### src/rtl/game_pkg.sv
// Shared definitions for the game score keeper: state encoding,
// default score width and the BCD digit type.
package game_pkg;

  localparam int NUM_DIGITS_DEF = 4;

  typedef enum logic [1:0] {
    ST_IDLE = 2'd0,
    ST_PLAY = 2'd1,
    ST_OVER = 2'd2
  } state_t;

  typedef logic [3:0] bcd_digit_t;

endpackage

### src/rtl/game_score_keeper_bcd_add_sat.sv
// Combinational BCD adder: adds 0..2 to an N-digit packed BCD value with
// ripple carry and clamps to all nines when the top digit overflows.
module bcd_add_sat import game_pkg::*; #(
  parameter int N = NUM_DIGITS_DEF
) (
  input  logic [4*N-1:0] i_value,
  input  logic [1:0]     i_inc,
  output logic [4*N-1:0] o_sum
);

  logic [4*N-1:0] raw_s;
  logic [1:0]     carry_s;
  logic [4:0]     tmp_s;
  bcd_digit_t     digit_s;

  // Ripple the increment through each digit, then saturate on carry-out
  always_comb begin
    raw_s   = {(4*N){1'b0}};
    carry_s = i_inc;
    tmp_s   = 5'd0;
    digit_s = 4'd0;
    for (int i = 0; i < N; i++) begin
      digit_s = i_value[4*i +: 4];
      tmp_s   = {1'b0, digit_s} + {3'b000, carry_s};
      if (tmp_s > 5'd9) begin
        raw_s[4*i +: 4] = 4'(tmp_s - 5'd10);
        carry_s         = 2'd1;
      end else begin
        raw_s[4*i +: 4] = tmp_s[3:0];
        carry_s         = 2'd0;
      end
    end
    if (carry_s != 2'd0) begin
      o_sum = {N{4'h9}};
    end else begin
      o_sum = raw_s;
    end
  end

endmodule

### src/rtl/game_score_keeper.sv
// Game score keeper: collapses per-pixel coin/collision levels into one
// event per source per frame and maintains BCD score, lives and game state.
module game_score_keeper import game_pkg::*; #(
  parameter int NUM_DIGITS    = NUM_DIGITS_DEF,
  parameter int START_LIVES   = 3,
  parameter int INVULN_FRAMES = 60
) (
  input  logic                    i_clk,
  input  logic                    i_rst,
  input  logic                    i_v_sync,
  input  logic                    i_scored_left,
  input  logic                    i_scored_right,
  input  logic                    i_collision,
  input  logic                    i_start,
  output logic [4*NUM_DIGITS-1:0] o_score_bcd,
  output logic [3:0]              o_lives,
  output logic [1:0]              o_state,
  output logic                    o_invuln,
  output logic                    o_score_pulse,
  output logic                    o_game_over
);

  state_t                  state_q, state_d;
  logic [4*NUM_DIGITS-1:0] score_q, score_d, score_inc_s;
  logic [3:0]              lives_q, lives_d;
  logic [7:0]              invuln_q, invuln_d;
  logic                    left_f_q, left_f_d;
  logic                    right_f_q, right_f_d;
  logic                    coll_f_q, coll_f_d;
  logic                    score_pulse_q, score_pulse_d;
  logic                    v_sync_dly_q;
  logic                    start_dly_q;
  // Set once i_start has been seen low since reset, so a button held
  // through reset cannot start a game.
  logic                    start_arm_q;

  logic       frame_tick_s, start_edge_s;
  logic       left_ev_s, right_ev_s, coll_ev_s, life_lost_s;
  logic [1:0] inc_s;

  assign frame_tick_s = i_v_sync & ~v_sync_dly_q;
  assign start_edge_s = i_start & ~start_dly_q & start_arm_q;
  assign left_ev_s    = left_f_q | i_scored_left;
  assign right_ev_s   = right_f_q | i_scored_right;
  assign coll_ev_s    = coll_f_q | i_collision;
  assign inc_s        = {1'b0, left_ev_s} + {1'b0, right_ev_s};
  assign life_lost_s  = (state_q == ST_PLAY) & frame_tick_s &
                        (invuln_q == 8'd0) & coll_ev_s;

  bcd_add_sat #(.N(NUM_DIGITS)) u_add (
    .i_value (score_q),
    .i_inc   (inc_s),
    .o_sum   (score_inc_s)
  );

  // State register plus all datapath and edge-detect flops
  always_ff @(posedge i_clk or posedge i_rst) begin
    if (i_rst) begin
      state_q       <= ST_IDLE;
      score_q       <= {(4*NUM_DIGITS){1'b0}};
      lives_q       <= 4'd0;
      invuln_q      <= 8'd0;
      left_f_q      <= 1'b0;
      right_f_q     <= 1'b0;
      coll_f_q      <= 1'b0;
      score_pulse_q <= 1'b0;
      v_sync_dly_q  <= 1'b0;
      start_dly_q   <= 1'b0;
      start_arm_q   <= 1'b0;
    end else begin
      state_q       <= state_d;
      score_q       <= score_d;
      lives_q       <= lives_d;
      invuln_q      <= invuln_d;
      left_f_q      <= left_f_d;
      right_f_q     <= right_f_d;
      coll_f_q      <= coll_f_d;
      score_pulse_q <= score_pulse_d;
      v_sync_dly_q  <= i_v_sync;
      start_dly_q   <= i_start;
      start_arm_q   <= start_arm_q | ~i_start;
    end
  end

  // Next-state logic: start edge enters PLAY, losing the last life ends it
  always_comb begin
    state_d = state_q;
    case (state_q)
      ST_IDLE, ST_OVER: begin
        if (start_edge_s) state_d = ST_PLAY;
        else              state_d = state_q;
      end
      ST_PLAY: begin
        if (life_lost_s && (lives_q == 4'd1)) state_d = ST_OVER;
        else                                  state_d = ST_PLAY;
      end
      default: state_d = ST_IDLE;
    endcase
  end

  // Score, lives, invulnerability and sticky-flag updates
  always_comb begin
    score_d       = score_q;
    lives_d       = lives_q;
    invuln_d      = invuln_q;
    left_f_d      = left_f_q;
    right_f_d     = right_f_q;
    coll_f_d      = coll_f_q;
    score_pulse_d = 1'b0;
    if ((state_q != ST_PLAY) && start_edge_s) begin
      score_d   = {(4*NUM_DIGITS){1'b0}};
      lives_d   = 4'(START_LIVES);
      invuln_d  = 8'd0;
      left_f_d  = 1'b0;
      right_f_d = 1'b0;
      coll_f_d  = 1'b0;
    end else if (state_q == ST_PLAY) begin
      if (frame_tick_s) begin
        score_d       = score_inc_s;
        score_pulse_d = (inc_s != 2'd0);
        if (invuln_q != 8'd0) begin
          invuln_d = invuln_q - 8'd1;
        end else if (coll_ev_s) begin
          lives_d  = lives_q - 4'd1;
          invuln_d = 8'(INVULN_FRAMES);
        end else begin
          invuln_d = invuln_q;
        end
        left_f_d  = 1'b0;
        right_f_d = 1'b0;
        coll_f_d  = 1'b0;
      end else begin
        left_f_d  = left_f_q | i_scored_left;
        right_f_d = right_f_q | i_scored_right;
        coll_f_d  = coll_f_q | i_collision;
      end
    end else begin
      left_f_d  = 1'b0;
      right_f_d = 1'b0;
      coll_f_d  = 1'b0;
    end
  end

  // Outputs come straight from registers
  always_comb begin
    o_score_bcd   = score_q;
    o_lives       = lives_q;
    o_state       = state_q;
    o_invuln      = (invuln_q != 8'd0);
    o_score_pulse = score_pulse_q;
    o_game_over   = (state_q == ST_OVER);
  end

endmodule

### config.mk
export PLATFORM = sky130hd
export DESIGN_NAME = game_score_keeper
export DESIGN_NICKNAME = d
export VERILOG_FILES = /design/src/rtl/game_pkg.sv /design/src/rtl/game_score_keeper_bcd_add_sat.sv /design/src/rtl/game_score_keeper.sv
export SDC_FILE = /design/constraint.sdc
export NUM_CORES = 1
export LEC_CHECK = 0
export CORE_ASPECT_RATIO = 0.6
export CORE_UTILIZATION = 31
export DETAILED_ROUTE_END_ITERATION = 7
export PLACE_DENSITY = 0.58
export SYNTH_ARGS = -nofsm -noshare
export SYNTH_HDL_FRONTEND = slang
export SYNTH_SLANG_ARGS = --single-unit
export TNS_END_PERCENT = 5
### constraint.sdc
create_clock -name i_clk -period 8.2 [get_ports i_clk]
set_input_delay 1.23 -clock i_clk [delete_from_list [all_inputs] [get_ports i_clk]]
set_output_delay 1.23 -clock i_clk [all_outputs]
set_load 0.1 [all_outputs]
After elaboration in Yosys (flattened, before gate mapping)
Index checks and enable logic that the tools add are counted.
- add/sub/neg operators: 11
- $lt $le $gt $ge: 4
- eq/ne operators: 6
- multiplexer cells: 37
- bitwise logic cells: 13
- reduce and logical (&&, ||, !) cells: 15
- operators with widths (kind ; number):
    $mux 16 ; 4
    $mux 8 ; 5
    $mux 4 ; 9
    $gt 5x4->1 const B ; 4
    $mux 1 ; 16
    $sub 4x4->4 const B ; 4
    $add 4x1->5 ; 3
    $reduce_bool 2->1 ; 5
    $logic_not 8->1 ; 1
    $reduce_bool 8->1 ; 1
    $sub 8x1->8 const B ; 1
    $and 1x1->1 ; 6
    $add 4x2->5 ; 1
    $eq 4x1->1 const B ; 1
    $mux 2 ; 2
    $ne 2x1->1 const B ; 2
    $or 1x1->1 ; 4
    $pmux 2 s2 ; 1
    $reduce_and 4->1 ; 1
    $sub 4x1->4 const B ; 1
    $not 1->1 ; 3
    $reduce_and 3->1 ; 1
    $reduce_bool 3->1 ; 1
    $add 1x1->2 ; 1
    other kinds (7) ; 8
- register bits: 37
- logic and storage cells: 97

Depth between registers and ports, before layout
Gate-level depths: netlist of run 1.
- word-level depth: 19
- mapped depth: 28
- gate-level depth less buffers: 26

Modules after synthesis
From an unflattened synthesis of run 1, not the netlist that was laid out.
- cell total of the unflattened synthesis: 289
- area total of the unflattened synthesis: 2522.4 um2
- modules (own cells, without submodules) (module ; instances ; cells an instance ; area an instance (um2) ; sequential area each (um2)):
    game_score_keeper ; 1 ; 172 ; 1691.6 ; 925.9
    bcd_add_sat ; 1 ; 117 ; 830.8 ; 0.0

Worst setup path after synthesis of run 1
Ideal clock, no wire load.
- path kind: input port to flip-flop
- from: in i_scored_left
- to: reg score_q[10] (netlist: o_score_bcd[10])
- setup time: 110 ps
- data arrival time: 6297 ps
- data required time: 8090 ps
- path slack: 1793 ps
- stages on the path: 27
- path through: nor2_1 ha_1 ha_1 inv_1 fa_1 clkbuf_1 a221oi_1 ha_1 ha_1 clkbuf_1 nor2b_1 o21ai_0 o311a_1 ha_1 ha_1 clkbuf_1 nor2b_1 o21ai_0 o31ai_1 a21oi_1 ha_1 ha_1 nor2_1 a21oi_1 o22ai_2 nand2_1 o41ai_1
- word-level cells in the longest chain between the ends: 19
- elaborated cells between the ends (all ways): 21
- classes of those cells: add/sub: 6; order compare: 4; mux: 9; bitwise: 1; reduce/logical: 1
- ends and longest elaborated chain (item ; RTL line ; source):
    start: declaration ; game_score_keeper.sv:11 ; input logic i_scored_left,
    $or 1x1->1 (*) ; game_score_keeper.sv:43 ; assign left_ev_s = left_f_q | i_scored_left;
    $add 1x1->2 (*) ; game_score_keeper.sv:46 ; assign inc_s = {1'b0, left_ev_s} + {1'b0, right_ev_s};
    $add 4x2->5 (*) ; game_score_keeper_bcd_add_sat.sv:24 ; tmp_s = {1'b0, digit_s} + {3'b000, carry_s};
    $gt 5x4->1 (*) ; game_score_keeper_bcd_add_sat.sv:25 ; if (tmp_s > 5'd9) begin
    $mux 1 (*) ; game_score_keeper_bcd_add_sat.sv:25 ;
    $add 4x1->5 (*) ; game_score_keeper_bcd_add_sat.sv:24 ;
    $gt 5x4->1 (*) ; game_score_keeper_bcd_add_sat.sv:25 ;
    $mux 1 (*) ; game_score_keeper_bcd_add_sat.sv:25 ;
    (+3 left out) ; n/a ;
    $add 4x1->5 ; game_score_keeper_bcd_add_sat.sv:24 ;
    $gt 5x4->1 ; game_score_keeper_bcd_add_sat.sv:25 ;
    $mux 1 ; game_score_keeper_bcd_add_sat.sv:25 ;
    $reduce_bool 2->1 ; game_score_keeper_bcd_add_sat.sv:33 ; if (carry_s != 2'd0) begin
    $mux 16 (*) ; game_score_keeper_bcd_add_sat.sv:33 ;
    $mux 16 (*) ; game_score_keeper.sv:118 ; if (frame_tick_s) begin
    $mux 16 (*) ; game_score_keeper.sv:117 ; end else if (state_q == ST_PLAY) begin
    $mux 16 (*) ; game_score_keeper.sv:110 ; if ((state_q != ST_PLAY) && start_edge_s) begin
    end signal: assignment ; game_score_keeper.sv:60 ; score_q <= {(4*NUM_DIGITS){1'b0}};
    end signal: assignment ; game_score_keeper.sv:72 ; score_q <= score_d;
    end: declaration ; game_score_keeper.sv:24 ; logic [4*NUM_DIGITS-1:0] score_q, score_d, score_inc_s;
Every way passes the cells marked *; elsewhere a longest branch is shown, timed or not. The select of a mux whose other input is x is not followed.
A chain may end at the register's enable or synchronous reset.

Worst setup path after layout of run 1
Same ends and word-level chain as after synthesis.

==> flow_metrics.env, run 1 <==
export IMPL_synth_top_family_by_area="compound AO/OA/AOI/OAI gates"
export IMPL_rows=25
export IMPL_cts_max_level=2
export IMPL_place_area_um2=2940
export IMPL_clockBufferDepth=2
export IMPL_crit_required_ps=8350
export IMPL_final_instance_count_excl_fill=419
export IMPL_die_area_um2=8640
export IMPL_ctsHoldBuffers=0
export IMPL_synthFlopType="dfrtp_1"
export IMPL_vias_per_cell=5.42
export IMPL_area_growth_pct=20.5
export IMPL_synth_top_area_share_pct=36.2
export IMPL_grt_max_degree=38
export IMPL_coreArea_um2=7950
export IMPL_max_freq_mhz=138
export IMPL_hpwl_um=4360
export IMPL_synthesis_nets=312
export IMPL_vias=2270
export IMPL_clkSlewWorstSetupHoldPaths_ps=50
export IMPL_end_kind="flop"
export IMPL_fin_skew_ps=4.08
export IMPL_synth_simple_area_share_pct=22.7
export IMPL_path_common_cell="ha_1"
export IMPL_tns_ps=0
export IMPL_grt_pass1_vias=1998
export IMPL_post_route_min_period_ps=7250
export IMPL_final_antenna_net_count=0
export IMPL_root_buffer="clkbuf_16"
export IMPL_cts_resized_gates=0
export IMPL_layout_drive_gt1_share_pct=6.11
export IMPL_rsz0062_at_grt="false"
export IMPL_grt_usage_pct=14.7
export IMPL_fin_crit_sh_pct=88.5
export IMPL_cp_slowest_cell="fa_1"
export IMPL_synthTopCellsByArea="dfrtp_1 36%, ha_1 8.3%, a21oi_1 5.1%, nor2_1 4.1%, inv_1 3.4%"
export IMPL_ys_types=61
export IMPL_wire_per_inst_um=14.6
export IMPL_ys_seq_area_share_pct=36.2
export IMPL_synth_top_area_cell="dfrtp_1"
export IMPL_yosys_register_bits=37
export IMPL_gp_congestion=0.873
export IMPL_cap_violations=0
export IMPL_drc_errors=0
export IMPL_worstMarginPinSlew_ps=977
export IMPL_port_buffers=31
export IMPL_crit_arrival_ps=7410
export IMPL_final_max_slew_viol_count=0
export IMPL_startpoint_type="input pin"
export IMPL_io_pins=32
export IMPL_numCtsBuffers=5
export IMPL_synth_xor_area_share_pct=2.74
export IMPL_first_pass_iters=5
export IMPL_yosysWarnings=0
export IMPL_hold_viol_final=0
export IMPL_insertion_delay_ps=270
export IMPL_dieHeight_um=72.4
export IMPL_antenna_found_initial=0
export IMPL_setup_ws_ps=946
export IMPL_post_cts_buffers=0
export IMPL_antennaDiodeCount=0
export IMPL_postSynthCellCount=287
export IMPL_synth_area_mux_share_pct=0.391
export IMPL_setup_viol_count_final=0
export IMPL_cts_sinks=37
export IMPL_crit_type="input pin to flop"
export IMPL_synth_compound_area_share_pct=22.8
export IMPL_layout_nets=336
export IMPL_synth_edf_count=0
export IMPL_tritoncts="done"
export IMPL_synth_async_reset_ratio_pct=100
export IMPL_drt_initial_drc_count=255
export IMPL_max_stage_delay_ps=480
export IMPL_grt_first_pass_wirelength_um=9960
export IMPL_synth_most_common_cell="dfrtp_1"
export IMPL_grt_ovfl_total=0
export IMPL_dp_slack_ps=744
export IMPL_design_area_um2=3090
export IMPL_start_util_pct=32.2
export IMPL_maxSlewHeadroom_pct=34.7
export IMPL_routed_wl_um=6120
export IMPL_dp_cells=412
export IMPL_cp_max_fo=10
export IMPL_ys_top_cells_by_count="37 x dfrtp_1, 28 x nor2_1, 26 x a21oi_1"
export IMPL_die_x_um=119
export IMPL_status="finished, final reports clean"
export IMPL_hold_class="flop to flop"
export IMPL_synth_area_um2=2560
export IMPL_synth_avg_cell_area_um2=8.92
export IMPL_synthAdderAreaFrac_pct=9.09
-- final timing paths --
path                          startpoint              end  slack (ps)  cells past startpoint
setup / recovery           i_scored_left  o_score_bcd[10]         950                     26
hold / removal               start_arm_q      start_arm_q         460                      1
setup reg to reg                left_f_q  o_score_bcd[10]        2020                     25
hold reg to reg              start_arm_q      start_arm_q         460                      1
max in group asynchronous          i_rst      invuln_q[7]        6470                      3
min in group asynchronous          i_rst        right_f_q        1380                      3
-- cells in the final DEF, fill, tap and decap left out, types with 4 or more instances in the layout --
cell type and instances:
dfrtp_1 37, clkdlybuf4s50_1 31, nor2_1 28, a21oi_1 26, inv_1 23, nand2_1 19, ha_1 17, o21ai_0 14
nand2b_1 8, xnor2_1 8, nor3_1 7, nor2b_1 6, nand3_1 5, clkbuf_16 5, a31oi_1 4, a211oi_1 4
-- metal layers --
layer | vias up | global-route usage (%) | part of all wire [%]
met4 | 0 | 3.89 | 0.92
met1 | 1112 | 21.6 | 52
li1 | 1090 | - | -
met3 | 8 | 4.32 | 6.1
met2 | 60 | 20.7 | 41
met5 | - | 0 | 0
-- metrics by stage --
stage               utilization [%]  hold slack, ps
global placement               37.0             450
floorplan                         -             435
detailed placement             37.0             455
global route                   38.8             497
CTS                            38.8             468
finish                         38.8             464
-- critical path, delay by kind of cell --
kind                       cells  cell delay (ps)
and+or+nand+nor                5              840
adders and majority gates      9             2750
AOI/OAI and AO/OA             10             2080
buffers and inverters          2              520
-- state kept, by name (all words and copies together), names as in the netlist --
register / flops
invuln_q: 8
o_lives: 4
o_score_pulse: 1
coll_f_q: 1
left_f_q: 1
o_state: 2
start_arm_q: 1
right_f_q: 1
o_score_bcd: 16
v_sync_dly_q: 1
start_dly_q: 1
-- cell families (layout without fill, tap and decap cells) --
kind of cell | Yosys count | after routing
simple gates | 99 | 99
mux | 1 | 1
buf+inv | 38 | 62
compound gates | 86 | 86
fa+ha+maj | 18 | 18
flops | 37 | 37
xor+xnor | 8 | 8
-- layout make-up --
| cell class | instances | area [µm²] |
|---|---|---|
| Clock buffer | 7 | 143 |
| Fill cell | 806 | 4860 |
| Inverter | 23 | 86.3 |
| Multi-Input combinational cell | 212 | 1480 |
| Sequential cell | 37 | 926 |
| Tap cell | 108 | 135 |
| Timing Repair Buffer | 32 | 318 |
Power of run 1 is not shown: default switching activity piles up to over one toggle a cycle in this logic, so the estimate is an artifact.
==> run 2: changes to the inputs <==
--- a/config.mk
+++ b/config.mk
@@ -8,7 +8,8 @@
 export CORE_ASPECT_RATIO = 0.6
 export CORE_UTILIZATION = 31
 export DETAILED_ROUTE_END_ITERATION = 7
-export PLACE_DENSITY = 0.58
+export DONT_BUFFER_PORTS = 1
+export PLACE_DENSITY = 0.53
 export SYNTH_ARGS = -nofsm -noshare
 export SYNTH_HDL_FRONTEND = slang
 export SYNTH_SLANG_ARGS = --single-unit
==> run 2 against run 1 <==
Register-to-register slack hardly changed. Critical path depth unchanged. Worst hold slack gained 9.7 ps. Count of clock-buffer cells in the layout is 2 lower. Die area is the same. Routed wire length is 1.1% lower.
==> flow_metrics.env, run 2 (same netlist as run 1, synthesis figures left out) <==
export IMPL_port_buffers=0
export IMPL_design_area_um2=2870
export IMPL_gp_congestion=0.840
export IMPL_final_cell_mix="37 x dfrtp_1, 28 x nor2_1, 26 x a21oi_1, 23 x inv_1, 19 x nand2_1"
export IMPL_seq_area_um2=926
export IMPL_crit_type="input pin to flop"
export IMPL_max_stage_delay_ps=470
export IMPL_dp_cells=387
export IMPL_start_util_pct=32.2
export IMPL_cts_sinks=37
export IMPL_setup_ws_ps=1430
export IMPL_grt_ovfl_total=0
export IMPL_worstRegToRegCells=26
export IMPL_final_antenna_net_count=0
export IMPL_r2r_slack_ps=2030
export IMPL_layout_drive_gt1_share_pct=9.76
export IMPL_grt_max_degree=38
export IMPL_hpwl_um=4410
export IMPL_die_area_um2=8640
export IMPL_maxSlewHeadroom_pct=24.0
export IMPL_cts_resized_gates=0
export IMPL_startpoint_type="input pin"
export IMPL_grt_pass1_vias=1851
export IMPL_setup_viol_count_final=0
export IMPL_tritoncts="done"
export IMPL_path_common_cell="ha_1"
export IMPL_cp_slowest_cell="fa_1"
export IMPL_final_instance_count_excl_fill=395
export IMPL_largest_register_ffs=16
export IMPL_crit_required_ps=8370
export IMPL_drc_errors=0
export IMPL_routed_wl_um=6050
export IMPL_dp_slack_ps=1200
export IMPL_clkSlewWorstSetupHoldPaths_ps=60
export IMPL_layout_nets=311
export IMPL_grt_first_pass_wirelength_um=9940
export IMPL_antennaDiodeCount=0
export IMPL_status="finished, final reports clean"
export IMPL_root_buffer="clkbuf_16"
export IMPL_clockBufferDepth=2
export IMPL_crit_arrival_ps=6940
export IMPL_end_kind="flop"
export IMPL_wire_per_inst_um=15.3
export IMPL_reg2reg_to="o_score_bcd[10]"
export IMPL_rsz0062_at_grt="false"
export IMPL_post_route_min_period_ps=6770
export IMPL_dieHeight_um=72.4
export IMPL_rows=25
export IMPL_hold_class="flop to flop"
export IMPL_numCtsBuffers=5
export IMPL_fin_skew_ps=3.03
export IMPL_ctsHoldBuffers=0
export IMPL_cap_violations=0
export IMPL_first_pass_iters=4
export IMPL_max_freq_mhz=148
export IMPL_hold_end="start_arm_q"
export IMPL_min_path_cells=1
export IMPL_multi_input_area_um2=1480
export IMPL_place_area_um2=2680
export IMPL_cts_max_level=2
export IMPL_tns_ps=0
export IMPL_antenna_found_initial=0
export IMPL_coreArea_um2=7950
export IMPL_die_x_um=119
export IMPL_r2r_start="right_f_q"
export IMPL_final_common_cell="dfrtp_1"
export IMPL_area_growth_pct=12.1
export IMPL_hp_start="start_arm_q"
export IMPL_nFillCells=809
export IMPL_io_pins=32
export IMPL_worstMarginPinSlew_ps=1140
export IMPL_drt_initial_drc_count=195
export IMPL_insertion_delay_ps=270
export IMPL_fin_crit_sh_pct=82.6
export IMPL_final_max_slew_viol_count=0
export IMPL_grt_usage_pct=14.6
export IMPL_hold_viol_final=0
export IMPL_vias_per_cell=5.30
export IMPL_cp_max_fo=10
export IMPL_post_cts_buffers=0
export IMPL_vias=2095
[run 2: how the worst max path moves through the flow]
stage                 endpoint  depth (start not counted)           start  slack (ps)
2_1_floorplan  o_score_bcd[10]                         27   i_scored_left        1790
3_3_place_gp   o_score_bcd[10]                         26   i_scored_left        1310
3_5_place_dp   o_score_bcd[10]                         26  i_scored_right        1200
4_1_cts         o_score_bcd[6]                         26  i_scored_right        1470
5_1_grt        o_score_bcd[10]                         26   i_scored_left         840
6_report       o_score_bcd[10]                         26  i_scored_right        1430
[run 2: layout make-up]
class | instances | area share [%]
inverters | 23 | 3.01
multi-input cells | 212 | 51.6
repair buffers | 7 | 1.83
clock buffers | 5 | 4.36
clock inverters | 3 | 2.27
flip-flops and latches | 37 | 32.3
well taps | 108 | 4.71
[run 2: layer usage]
metal | share of wire (%) | track usage [%]
met2 | 38 | 19.4
met5 | 0 | 0
met4 | 0.28 | 2.50
met1 | 55 | 22.7
met3 | 6.2 | 4.72
[run 2: per-stage QoR]
stage                     hold WS, ps  utilization (%)
final                             474             36.1
after global routing              481             36.1
after CTS                         475             36.1
after detailed placement          460             33.7
after global placement            451             33.7
after floorplan                   435                -
[run 2: critical path: cells and delay by family]
kind	cells	cell delay, ps
adders and majority gates	9	2620
buffers and inverters	1	60
AOI/OAI and AO/OA	10	1970
and+or+nand+nor	6	1060
Power of run 2 is left out for the same reason.
==> run 3: changes to the inputs <==
--- a/config.mk
+++ b/config.mk
@@ -9,7 +9,7 @@
 export CORE_UTILIZATION = 31
 export DETAILED_ROUTE_END_ITERATION = 7
 export DONT_BUFFER_PORTS = 1
-export PLACE_DENSITY = 0.53
+export PLACE_DENSITY = 0.54
 export SYNTH_ARGS = -nofsm -noshare
 export SYNTH_HDL_FRONTEND = slang
 export SYNTH_SLANG_ARGS = --single-unit
==> constraint.sdc (replaced) <==
create_clock -name i_clk -period 6.23 [get_ports i_clk]
set_input_delay 0.9345 -clock i_clk [delete_from_list [all_inputs] [get_ports i_clk]]
set_output_delay 0.9345 -clock i_clk [all_outputs]
set_load 0.1 [all_outputs]
==> run 3 against run 2 <==
Design area is 2.8% higher. Clock skew about the same. First-iteration DRC count increased by 7.2%. Sequential share of layout area down 0.88 points. Routed wire length rose by 6.2%. Global-route usage rose by 0.43 points. Utilization rose by 1.0 points. Critical path depth grew 1. Count of clock-buffer cells in the layout stayed put. Register-to-register slack got worse by 1300 ps.
==> flow_metrics.env, run 3 (same netlist as run 1, synthesis figures left out) <==
export IMPL_coreArea_um2=7950
export IMPL_cts_sinks=37
export IMPL_tritoncts="done"
export IMPL_tns_ps=0
export IMPL_hold_viol_final=0
export IMPL_routed_wl_um=6430
export IMPL_root_buffer="clkbuf_16"
export IMPL_grt_max_degree=38
export IMPL_grt_first_pass_wirelength_um=10100
export IMPL_final_cell_mix="37 x dfrtp_1, 26 x nor2_1, 25 x a21oi_1, 23 x inv_1, 18 x nand2_1"
export IMPL_crit_type="input pin to flop"
export IMPL_hold_class="flop to flop"
export IMPL_crit_required_ps=6370
export IMPL_layout_nets=321
export IMPL_largest_register_ffs=16
export IMPL_end_kind="flop"
export IMPL_drc_errors=0
export IMPL_crit_arrival_ps=5990
export IMPL_maxSlewHeadroom_pct=23.5
export IMPL_insertion_delay_ps=280
export IMPL_port_buffers=0
export IMPL_cap_violations=0
export IMPL_fin_crit_sh_pct=93.9
export IMPL_grt_ovfl_total=0
export IMPL_max_freq_mhz=171
export IMPL_final_common_cell="dfrtp_1"
export IMPL_startpoint_type="input pin"
export IMPL_die_area_um2=8640
export IMPL_post_route_min_period_ps=5850
export IMPL_die_x_um=119
export IMPL_grt_usage_pct=15.1
export IMPL_ctsHoldBuffers=0
export IMPL_rows=25
export IMPL_drt_initial_drc_count=209
export IMPL_layout_drive_gt1_share_pct=17.2
export IMPL_area_growth_pct=15.2
export IMPL_vias=2142
export IMPL_start_util_pct=32.2
export IMPL_final_antenna_net_count=0
export IMPL_wire_per_inst_um=15.9
export IMPL_grt_pass1_vias=1885
export IMPL_antenna_found_initial=0
export IMPL_hpwl_um=4430
export IMPL_cts_max_level=2
export IMPL_final_max_slew_viol_count=0
export IMPL_gp_congestion=0.887
export IMPL_antennaDiodeCount=0
export IMPL_vias_per_cell=5.29
export IMPL_postLayoutCoreUtil_pct=37.1
export IMPL_clockBufferDepth=2
export IMPL_setup_viol_count_final=0
export IMPL_first_pass_iters=5
export IMPL_dieHeight_um=72.4
export IMPL_cp_max_fo=8
export IMPL_status="finished, final reports clean"
export IMPL_clkSlewWorstSetupHoldPaths_ps=60
export IMPL_numCtsBuffers=5
export IMPL_fin_skew_ps=3.12
export IMPL_worstMarginPinSlew_ps=1150
export IMPL_io_pins=32
-- run 3: changes by cell type in the layout (fill, tap and decap cells not counted), sizes merged --
| cell | change |
|---|---|
| buf | +10 |
| bufinv | -2 |
| clkinv | +1 |
| clkinvlp | +1 |
-- run 3: stage by stage --
stage          setup slack [ps]  hold slack, ps  std cells  instance area [µm²]
2_1_floorplan               118             435        287                 2560
3_3_place_gp               90.7             450        395                 2740
3_5_place_dp               -184             453        395                 2740
4_1_cts                    87.6             474        403                 2880
5_1_grt                   -14.3             489        405                 2950
6_report                    381             466        405                 2950
-- run 3: critical path, stage by stage --
cell       delay, ps
nor2_2            30
ha_1             270
ha_1             180
inv_1             60
fa_2             390
nand2b_1         140
o21ai_0          160
a221oi_2         280
ha_2             240
ha_1             320
nor2b_2          190
o21ai_0           90
o311a_1          160
ha_1             220
ha_1             350
nor2b_1           90
o21ai_0          150
o31ai_1          110
a21oi_2          180
ha_2             230
ha_2             280
nor2_1            80
a21oi_1          110
o22ai_2          210
buf_4            210
o221ai_1         160
o2bb2ai_1        150
-- run 3: final timing paths --
| kind | startpoint | end | slack [ps] | cells past startpoint |
|---|---|---|---|---|
| max | i_scored_left | o_score_bcd[3] | 380 | 27 |
| min | start_arm_q | start_arm_q | 470 | 1 |
| max reg2reg | left_f_q | o_score_bcd[3] | 680 | 27 |
| min reg2reg | start_arm_q | start_arm_q | 470 | 1 |
| max in group asynchronous | i_rst | o_score_bcd[15] | 5210 | 2 |
| min in group asynchronous | i_rst | left_f_q | 660 | 2 |
-- run 3: final cells by class --
class | count | area (µm²)
fill | 792 | 4990
multi-input combinational | 212 | 1530
timing repair buffer | 17 | 128
clock inverter | 3 | 17.5
sequential | 37 | 926
clock buffer | 5 | 125
inverter | 23 | 86.3
tap | 108 | 135
-- run 3: layer usage --
metal | track usage (%) | part of all wire, % | vias up
met3 | 4.87 | 6.1 | 4
li1 | - | - | 1059
met5 | 0 | 0 | -
met4 | 3.33 | 0.47 | 0
met1 | 23.5 | 54 | 1025
met2 | 19.5 | 40 | 54
-- run 3: timing repair --
item                       in CTS  in global routing
setup endpoints to repair       0                 15
resized for setup               0                 14
setup buffers                   0                  2
Power of run 3 is left out for the same reason.
